## src/rtl/video_vga_scanout_pkg.sv

```systemverilog
// Shared video definitions: line-buffer address layout, pixel width default and
// scan FSM encoding.
package video_vga_scanout_pkg;

    localparam int unsigned LB_ADDR_W     = 10;
    // Read address is {bank, pixel_index}
    localparam int unsigned LB_RD_ADDR_W  = LB_ADDR_W + 1;
    localparam int unsigned PIX_W_DEFAULT = 6;

    typedef enum logic [1:0] {
        ScanIdle   = 2'd0,
        ScanFetch  = 2'd1,
        ScanActive = 2'd2
    } scan_state_e;

    function automatic logic [LB_RD_ADDR_W-1:0] lb_addr(input logic                 bank,
                                                         input logic [LB_ADDR_W-1:0] idx);
        return {bank, idx};
    endfunction

endpackage

```

## src/rtl/video_vga_scanout_if.sv

```systemverilog
// Line-buffer read port: the scanout block is the master, the RAM is the slave.
interface video_vga_scanout_if
    import video_vga_scanout_pkg::*;
#(
    parameter int unsigned PIX_W = PIX_W_DEFAULT
) ();

    logic [LB_RD_ADDR_W-1:0] rd_addr;
    logic                    rd_en;
    logic [PIX_W-1:0]        rd_data;

    modport master (
        output rd_addr,
        output rd_en,
        input  rd_data
    );

    modport slave (
        input  rd_addr,
        input  rd_en,
        output rd_data
    );

endinterface

```

## src/rtl/video_pix_dim.sv

```systemverilog
// Registered VGA output stage: optional per-channel halving for the scanline
// effect, forced to zero while blanked.
module video_pix_dim #(
    parameter int unsigned PIX_W = 6
) (
    input  logic             clk,
    input  logic             rst_n,
    input  logic [PIX_W-1:0] pix,
    input  logic             dim,
    input  logic             blank,
    output logic [PIX_W-1:0] vga_pixel,
    output logic             vga_blank
);

    logic [PIX_W-1:0] pix_dim;

    // Each 2-bit channel c becomes {0, c[1]}
    always_comb begin
        pix_dim = pix;
        if (dim) begin
            for (int i = 0; i < int'(PIX_W / 2); i++) begin
                pix_dim[2*i +: 2] = {1'b0, pix[2*i+1]};
            end
        end
    end

    always_ff @(posedge clk or negedge rst_n) begin
        if (!rst_n) begin
            vga_pixel <= '0;
            vga_blank <= 1'b1;
        end else begin
            vga_blank <= blank;
            vga_pixel <= blank ? '0 : pix_dim;
        end
    end

endmodule

```

## src/rtl/video_vga_scanout.sv

```systemverilog
// Scan-doubler reader: replays the completed line-buffer bank once per VGA scanout
// start and drives the blanked pixel stream, dimming later passes on request.
module video_vga_scanout
    import video_vga_scanout_pkg::*;
#(
    parameter int unsigned ACTIVE_LEN = 720,
    parameter int unsigned PIX_W      = PIX_W_DEFAULT
) (
    input  logic                      clk,
    input  logic                      rst_n,
    input  logic                      hsync_start,
    input  logic                      scanout_start,
    input  logic                      scanlines_en,
    video_vga_scanout_if.master       lb,
    output logic [PIX_W-1:0]          vga_pixel,
    output logic                      vga_blank,
    output logic                      scan_second
);

    localparam logic [LB_ADDR_W-1:0] LastIdx = LB_ADDR_W'(ACTIVE_LEN - 1);

    scan_state_e          state_q, state_d;
    logic [LB_ADDR_W-1:0] addr_q, addr_d;
    logic                 rd_en_q, rd_en_d;
    logic                 valid_q;
    logic                 wr_bank_q, wr_bank_d;
    logic                 rd_bank_q, rd_bank_d;
    logic                 started_q, started_d;
    logic                 scan_second_q, scan_second_d;
    logic                 started_clr;

    always_comb begin
        state_d       = state_q;
        addr_d        = addr_q;
        rd_en_d       = 1'b0;
        wr_bank_d     = wr_bank_q ^ hsync_start;
        // hsync_start takes effect before a coincident scanout_start
        started_clr   = started_q & ~hsync_start;
        started_d     = started_clr;
        rd_bank_d     = rd_bank_q;
        scan_second_d = scan_second_q;

        if (scanout_start) begin
            state_d       = ScanFetch;
            addr_d        = '0;
            rd_en_d       = 1'b1;
            rd_bank_d     = ~wr_bank_d;
            scan_second_d = started_clr;
            started_d     = 1'b1;
        end else begin
            unique case (state_q)
                ScanIdle: ;
                ScanFetch, ScanActive: begin
                    if (state_q == ScanFetch) begin
                        state_d = ScanActive;
                    end
                    if (rd_en_q && (addr_q != LastIdx)) begin
                        addr_d  = addr_q + 1'b1;
                        rd_en_d = 1'b1;
                    end
                    // Last pixel is entering the output register on this edge
                    if (state_q == ScanActive && !rd_en_q && valid_q) begin
                        state_d = ScanIdle;
                    end
                end
                default: state_d = ScanIdle;
            endcase
        end
    end

    always_ff @(posedge clk or negedge rst_n) begin
        if (!rst_n) begin
            state_q       <= ScanIdle;
            addr_q        <= '0;
            rd_en_q       <= 1'b0;
            valid_q       <= 1'b0;
            wr_bank_q     <= 1'b0;
            rd_bank_q     <= 1'b0;
            started_q     <= 1'b0;
            scan_second_q <= 1'b0;
        end else begin
            state_q       <= state_d;
            addr_q        <= addr_d;
            rd_en_q       <= rd_en_d;
            valid_q       <= rd_en_q;
            wr_bank_q     <= wr_bank_d;
            rd_bank_q     <= rd_bank_d;
            started_q     <= started_d;
            scan_second_q <= scan_second_d;
        end
    end

    assign lb.rd_addr  = lb_addr(rd_bank_q, addr_q);
    assign lb.rd_en    = rd_en_q;
    assign scan_second = scan_second_q;

    video_pix_dim #(
        .PIX_W (PIX_W)
    ) u_pix_dim (
        .clk       (clk),
        .rst_n     (rst_n),
        .pix       (lb.rd_data),
        .dim       (scanlines_en & scan_second_q),
        .blank     (~valid_q),
        .vga_pixel (vga_pixel),
        .vga_blank (vga_blank)
    );

endmodule
```

## src/flat_wrapper.sv

```systemverilog
// flat-port wrapper written by rule: the top's interface ports become plain ports
module video_vga_scanout_flat import video_vga_scanout_pkg::*;
#(
    parameter int unsigned ACTIVE_LEN = 720,
    parameter int unsigned PIX_W      = PIX_W_DEFAULT
)
  (clk, rst_n, hsync_start, scanout_start, scanlines_en, vga_pixel, vga_blank, scan_second, lb_rd_addr, lb_rd_en, lb_rd_data);
  video_vga_scanout_if #(.PIX_W(PIX_W)) lb_i ();
  input  logic clk;
  input  logic rst_n;
  input  logic hsync_start;
  input  logic scanout_start;
  input  logic scanlines_en;
  output logic [PIX_W-1:0] vga_pixel;
  output logic vga_blank;
  output logic scan_second;
  output wire logic [$bits(lb_i.rd_addr)-1:0] lb_rd_addr;
  output wire logic [$bits(lb_i.rd_en)-1:0] lb_rd_en;
  input wire logic [$bits(lb_i.rd_data)-1:0] lb_rd_data;
  assign lb_rd_addr = lb_i.rd_addr;
  assign lb_rd_en = lb_i.rd_en;
  assign lb_i.rd_data = lb_rd_data;
  video_vga_scanout #(.ACTIVE_LEN(ACTIVE_LEN), .PIX_W(PIX_W)) u_core (.clk(clk), .rst_n(rst_n), .hsync_start(hsync_start), .scanout_start(scanout_start), .scanlines_en(scanlines_en), .lb(lb_i), .vga_pixel(vga_pixel), .vga_blank(vga_blank), .scan_second(scan_second));
endmodule
```

## config.mk

```make
export PLATFORM = sky130hd
export DESIGN_NAME = video_vga_scanout_flat
export DESIGN_NICKNAME = d
export VERILOG_FILES = /design/src/rtl/video_vga_scanout_pkg.sv /design/src/rtl/video_vga_scanout_if.sv /design/src/rtl/video_pix_dim.sv /design/src/rtl/video_vga_scanout.sv /design/src/flat_wrapper.sv
export SDC_FILE = /design/constraint.sdc
export NUM_CORES = 1
export LEC_CHECK = 0
export ABC_AREA = 1
export BUFFER_PORTS_ARGS = -buffer_cell sky130_fd_sc_hd__buf_4
export CAP_MARGIN = 20
export CORE_MARGIN = 2
export CORE_UTILIZATION = 50
export DETAILED_ROUTE_END_ITERATION = 6
export PLACE_DENSITY_LB_ADDON = 0.15
export SKIP_LAST_GASP = 1
export SLEW_MARGIN = 20
export SYNTH_ARGS = -nofsm -noshare
export SYNTH_HDL_FRONTEND = slang
export SYNTH_HIERARCHICAL = 1
export SYNTH_SLANG_ARGS = --single-unit
```

## constraint.sdc

```tcl
create_clock -name clk -period 3.35 [get_ports clk]
set_clock_uncertainty 0.15 [all_clocks]
set_input_delay 0.5025 -clock clk [delete_from_list [all_inputs] [get_ports clk]]
set_output_delay 0.5025 -clock clk [all_outputs]
set_load 0.01 [all_outputs]
```

Yosys cells after proc, flatten, opt, wreduce, memory -nomap -nowiden

Cells that the tools add are included.

Bits in registers: 25
Input port bits: 11
Output and inout port bits: 20
Logic and storage cells: 45

Add/sub/neg operators: 1
Eq/ne operators: 5
Muxes and demuxes: 13
Bitwise operators: 6
Reduce and logical (&&, ||, !) cells: 10

Operators by type and width:

| operator                                               | count |
|---|---|
| 2-to-1 mux 10 bit                                      | 3 |
| 2-to-1 mux 6 bit                                       | 2 |
| adder 10 x 1 -> 10 bit (second input constant)         | 1 |
| inequality test 10 bit (second input constant)         | 1 |
| 2-to-1 mux 2 bit                                       | 3 |
| 2-to-1 mux 1 bit                                       | 4 |
| inequality test 4 x 2 -> 1 bit (second input constant) | 1 |
| one-hot mux 2 bit (2 select lines)                     | 1 |
| AND reduction 2 bit                                    | 2 |
| nonzero test 2 bit                                     | 2 |
| logical AND 1 bit                                      | 3 |
| inverter 1 bit                                         | 3 |
| AND 1 bit                                              | 2 |
| equality test 2 x 1 -> 1 bit (second input constant)   | 1 |
| equality test 2 bit (second input constant)            | 1 |
| logical NOT 2 bit                                      | 1 |
| inequality test 2 bit (second input constant)          | 1 |
| OR reduction 2 bit                                     | 1 |
| logical NOT 1 bit                                      | 1 |
| XOR 1 bit                                              | 1 |

Logic depth before layout (Yosys ltp)

Depth after elaboration: 6
Gate-level depth with buffers: 9

Hierarchy

Netlist, hierarchy kept.

Modules (own cells, without submodules):

| module            | instances | cells an instance | area an instance (sq um) | seq. area each (sq um) |
|---|---|---|---|---|
| video_vga_scanout | 1         | 123               | 965.9                    | 450.4 |
| video_pix_dim     | 1         | 27                | 264.0                    | 176.4 |

Worst setup path after synthesis

No wires, ideal clock.

Path kind: register to register
From: reg u_core.addr_q[0]
To: reg u_core.addr_q[0]
Library setup time: 0.122 ns
Arrival: 1.226 ns
Required time: 3.078 ns
Slack: 1.852 ns
Stages on the path, launching flop included: 9
Path buffers: 0
Period minus slack after synthesis: 1.498 ns
Path through: dfrtp_1 > ha_1 > nand2_1 > nor2_2 > nand3_1 > nand2_2 > inv_1 > nand3_1 > o21ai_1

Cells in the longest elaborated chain, start to end: 4

RTL lines:

| element                                                          | line                                             | text |
|---|---|---|
| start, declared                                                  | video_vga_scanout.sv:23                          | `logic [LB_ADDR_W-1:0] addr_q, addr_d;` |
| start signal, assigned                                           | video_vga_scanout.sv:83                          | `addr_q <= addr_d;` |
| adder 10 x 1 -> 10 bit or inequality test 10 bit (tied branches) | video_vga_scanout.sv:58, video_vga_scanout.sv:57 |  |
| 2-to-1 mux 10 bit or logical AND 1 bit (tied branches)           | video_vga_scanout.sv:57                          | `if (rd_en_q && (addr_q != LastIdx)) begin` |
| 2-to-1 mux 10 bit or nonzero test 2 bit (tied branches)          | n/a                                              |  |
| 2-to-1 mux 10 bit or AND reduction 2 bit (tied branches)         | n/a                                              |  |

Several ways; a longest one is shown, not always the timed one. The select of a mux whose other input is x is not followed.
A chain may end at the register's enable or synchronous reset.

Worst setup path in the final report

From: reg u_core.addr_q[0]
To: reg u_core.addr_q[9]

Same word-level chain as after synthesis.

==> impl_metrics.yaml <==
critical_path:
  crit_buf_inv: 1
  worstSetupStartpointType: "register"
  r2r_end: "u_core/addr_q[9]"
  crit_type: "reg -> reg"
  cp-end-kind: "register"
  setup.worst_path.start: "u_core/addr_q[0]"
  worstPathRequired_ns: 3.46
  cp_data_arrival_time_ns: 1.78
  worst_path_dominant_cell_family: "simple AND/OR/NAND/NOR gates"
  cp_num_cells: 8
  cpMaxStageDelayCell: "dfrtp_1"
  critPathMaxFanout: 8
  max_stage_delay_ns: 0.47
  crit_chain: "ha_1, nand2_1, nor2_2, nand3_1, nand2_2, inv_1, nand4_1, nand2_1"
  r2r_cells: 8
  regToRegSetupSlack_ns: 1.68
  cp_common_cell: "nand2_1"
  r2r-start: "u_core/addr_q[0]"
  critPathCapture: "u_core/addr_q[9]"
worst_hold_path:
  hold_class: "in -> reg"
timing:
  timing.slew.headroom_pct: 79.10
  min_period_over_period_pct: 49.87
  hold_viol: 0
  setup_tns_ns: 0
  slew_violations: 0
  clock.fmax_mhz: 598.6
  tightest_slew_ns: 0.3130
  holdWs_ns: 0.2295
  finalCriticalPeriod_ns: 1.671
  setup_viol: 0
  worst_slack_ns: 1.679
  rsz0062_at_grt: "false"
finish:
  ff_latch_area_um2: 626.9
  stdcell_area_mm2: 0.001516
  layout.nets: 199
  drive_gt1_share_pct: 24.59
  synthToLayoutAreaGrowth_pct: 23.30
  final_cell_mix: "nand2_1, buf_4, dfrtp_1, inv_1, nor2_1"
  multi_input_area_um2: 508.0
  n_antenna_cell: 0
  nFillCells: 195
  layout_commonest_cell: "nand2_1"
detailed_routing:
  totalWireLength_um: 2585
  drtAntennaViolNets: 0
  drc: 0
  first_pass_iters: 4
  viasPerCell: 4.915
  wl_per_cell_um: 12.25
  route.vias.total: 1037
  first_iter_violations: 23
power_and_ir_drop:
  clkPwrFrac_pct: 16.8
  switching_share_pct: 35.43
  power_density_mw_per_mm2: 528.2
  p_comb_share_pct: 33.4
  internal_power_mw: 0.5172
  vdd_ir_drop_max_mv: 0.4289
  switchingPower_mw: 0.2838
  seqPwrFrac_pct: 49.8
  leakage_nw: 0.8302
synth:
  ys_seq_area_share_pct: 50.97
  ys_ff_latch: 25
  yosys_warnings: 6
  syn_inst: 150
  synth.distinct_cells: 22
  syn_avg_cell_area_um2: 8.200
  synth_nets: 165
  syn_area_mm2: 0.001230
placed_design:
  pre_cts_ws_ns: 1.716
  place.gp.congestion: 0.9126
  port_buffers: 30
  dpl.hpwl_um: 1922
  placed_area_mm2: 0.001479
clock_tree:
  clkSinkCount: 25
  clock_path_buffers: 2
  cts_setup_buffers: 0
  clkLatencyLatePin_ns: 0.32
  root_buffer: "clkbuf_4"
  htreeDepth: 1
  cts_buffers: 3
  cts.clk_slew.worst_paths_ns: 0.14
  cts_hold_buf: 1
  cts-resized-gates: 0
  cts_tree: "built"
floorplanning:
  die_h_um: 53.60
  rows: 17
  num_io_pins: 31
  die_area_mm2: 0.002872
  fp.coreArea_mm2: 0.002276
  start_util_pct: 54.04
  die_w_um: 53.60
global_route:
  grt_max_degree: 26
  track_usage_pct: 20.24
  first_global_vias: 963
  antenna_found_initial: 0
  grt_pass1_wl_um: 4126
  grt_overflow: 0
outcome:
  status: "finished clean"
run:
  drv_cap: 0
[cells by family after synthesis]
family / share of synthesized area [%]
AOI/OAI and AO/OA: 4.069
and+or+nand+nor: 31.74
xor gates and xnor gates: 1.424
adders and majority gates: 4.069
buffers and inverters: 7.731
DFF: 50.97
[how the worst min path moves through the flow]
stage                     depth (start not counted)            start  slack (ns)                 end
final                                             2      hsync_start        0.23    u_core/wr_bank_q
after global routing                              2      hsync_start        0.21    u_core/wr_bank_q
after CTS                                         2      hsync_start        0.22    u_core/wr_bank_q
after detailed placement                          1            rst_n        0.27  u_core/scan_second
after global placement                            0  u_core/lb.rd_en        0.26      u_core/valid_q
after floorplan                                   0            rst_n        0.06    u_core/addr_q[0]
[synthesized netlist by cell type (all sizes together)]
library cell | n | share of area, %
a21o | 2 | 1.2
buf | 2 | 0.92
clkinv | 1 | 0.71
dfrtp | 24 | 49
dfstp | 1 | 2.1
ha | 4 | 4.1
inv | 20 | 6.1
nand2 | 48 | 15
nand3 | 9 | 3.7
nand3b | 1 | 0.61
nand4 | 8 | 4.1
nor2 | 19 | 6.8
nor3 | 1 | 0.41
o21ai | 7 | 2.8
or2 | 1 | 0.71
xor2 | 2 | 1.4
[worst register-to-register path: stages (launching register included)]
cell and delay, ns:
dfrtp_1 0.47, ha_1 0.24, nand2_1 0.11, nor2_2 0.05
nand3_1 0.09, nand2_2 0.08, inv_1 0.21, nand4_1 0.12
nand2_1 0.09
[metrics by stage]
stage | instances | utilization [%] | power (mW)
4_1_cts | 211 | 66.63 | 0.8091
6_report | 211 | 66.63 | 0.8010
5_1_grt | 211 | 66.63 | 0.8543
2_1_floorplan | 150 | - | 0.5601
3_3_place_gp | 206 | 64.98 | 0.6582
3_5_place_dp | 206 | 64.98 | 0.6732
[flip-flops by register name (all words and copies together), names as in the netlist]
signal / count
u_core/addr_q: 10
u_core/lb.rd_en: 1
u_core/rd_bank_q: 1
u_core/scan_second: 1
u_core/started_q: 1
u_core/state_q: 2
u_core/u_pix_dim/vga_blank: 1
u_core/u_pix_dim/vga_pixel: 6
u_core/valid_q: 1
u_core/wr_bank_q: 1
[area by class of cell]
type | instances | area share (%)
Clock inverter | 1 | 0.3300
Multi-Input combinational cell | 102 | 33.50
Sequential cell | 25 | 41.34
Inverter | 21 | 5.528
Tap cell | 28 | 2.310
Clock buffer | 3 | 1.485
Timing Repair Buffer | 31 | 15.51
[per-layer routing]
metal	vias to the layer above	global-route usage [%]	wire length, um
met3	4	3.056	147
li1	534	-	-
met4	0	10.68	34
met1	458	23.34	1041
met2	41	36.01	1362
met5	-	0	0
[power by group through the flow]
stage | clock [mW] | sequential (mW) | combinational, mW
finish | 0.135 | 0.399 | 0.268
global route | 0.151 | 0.407 | 0.296
CTS | 0.140 | 0.400 | 0.269
detailed placement | 0 | 0.406 | 0.267
global placement | 0 | 0.402 | 0.256
floorplan | 0 | 0.417 | 0.143
No activity file was read; power rests on OpenSTA's default activity.
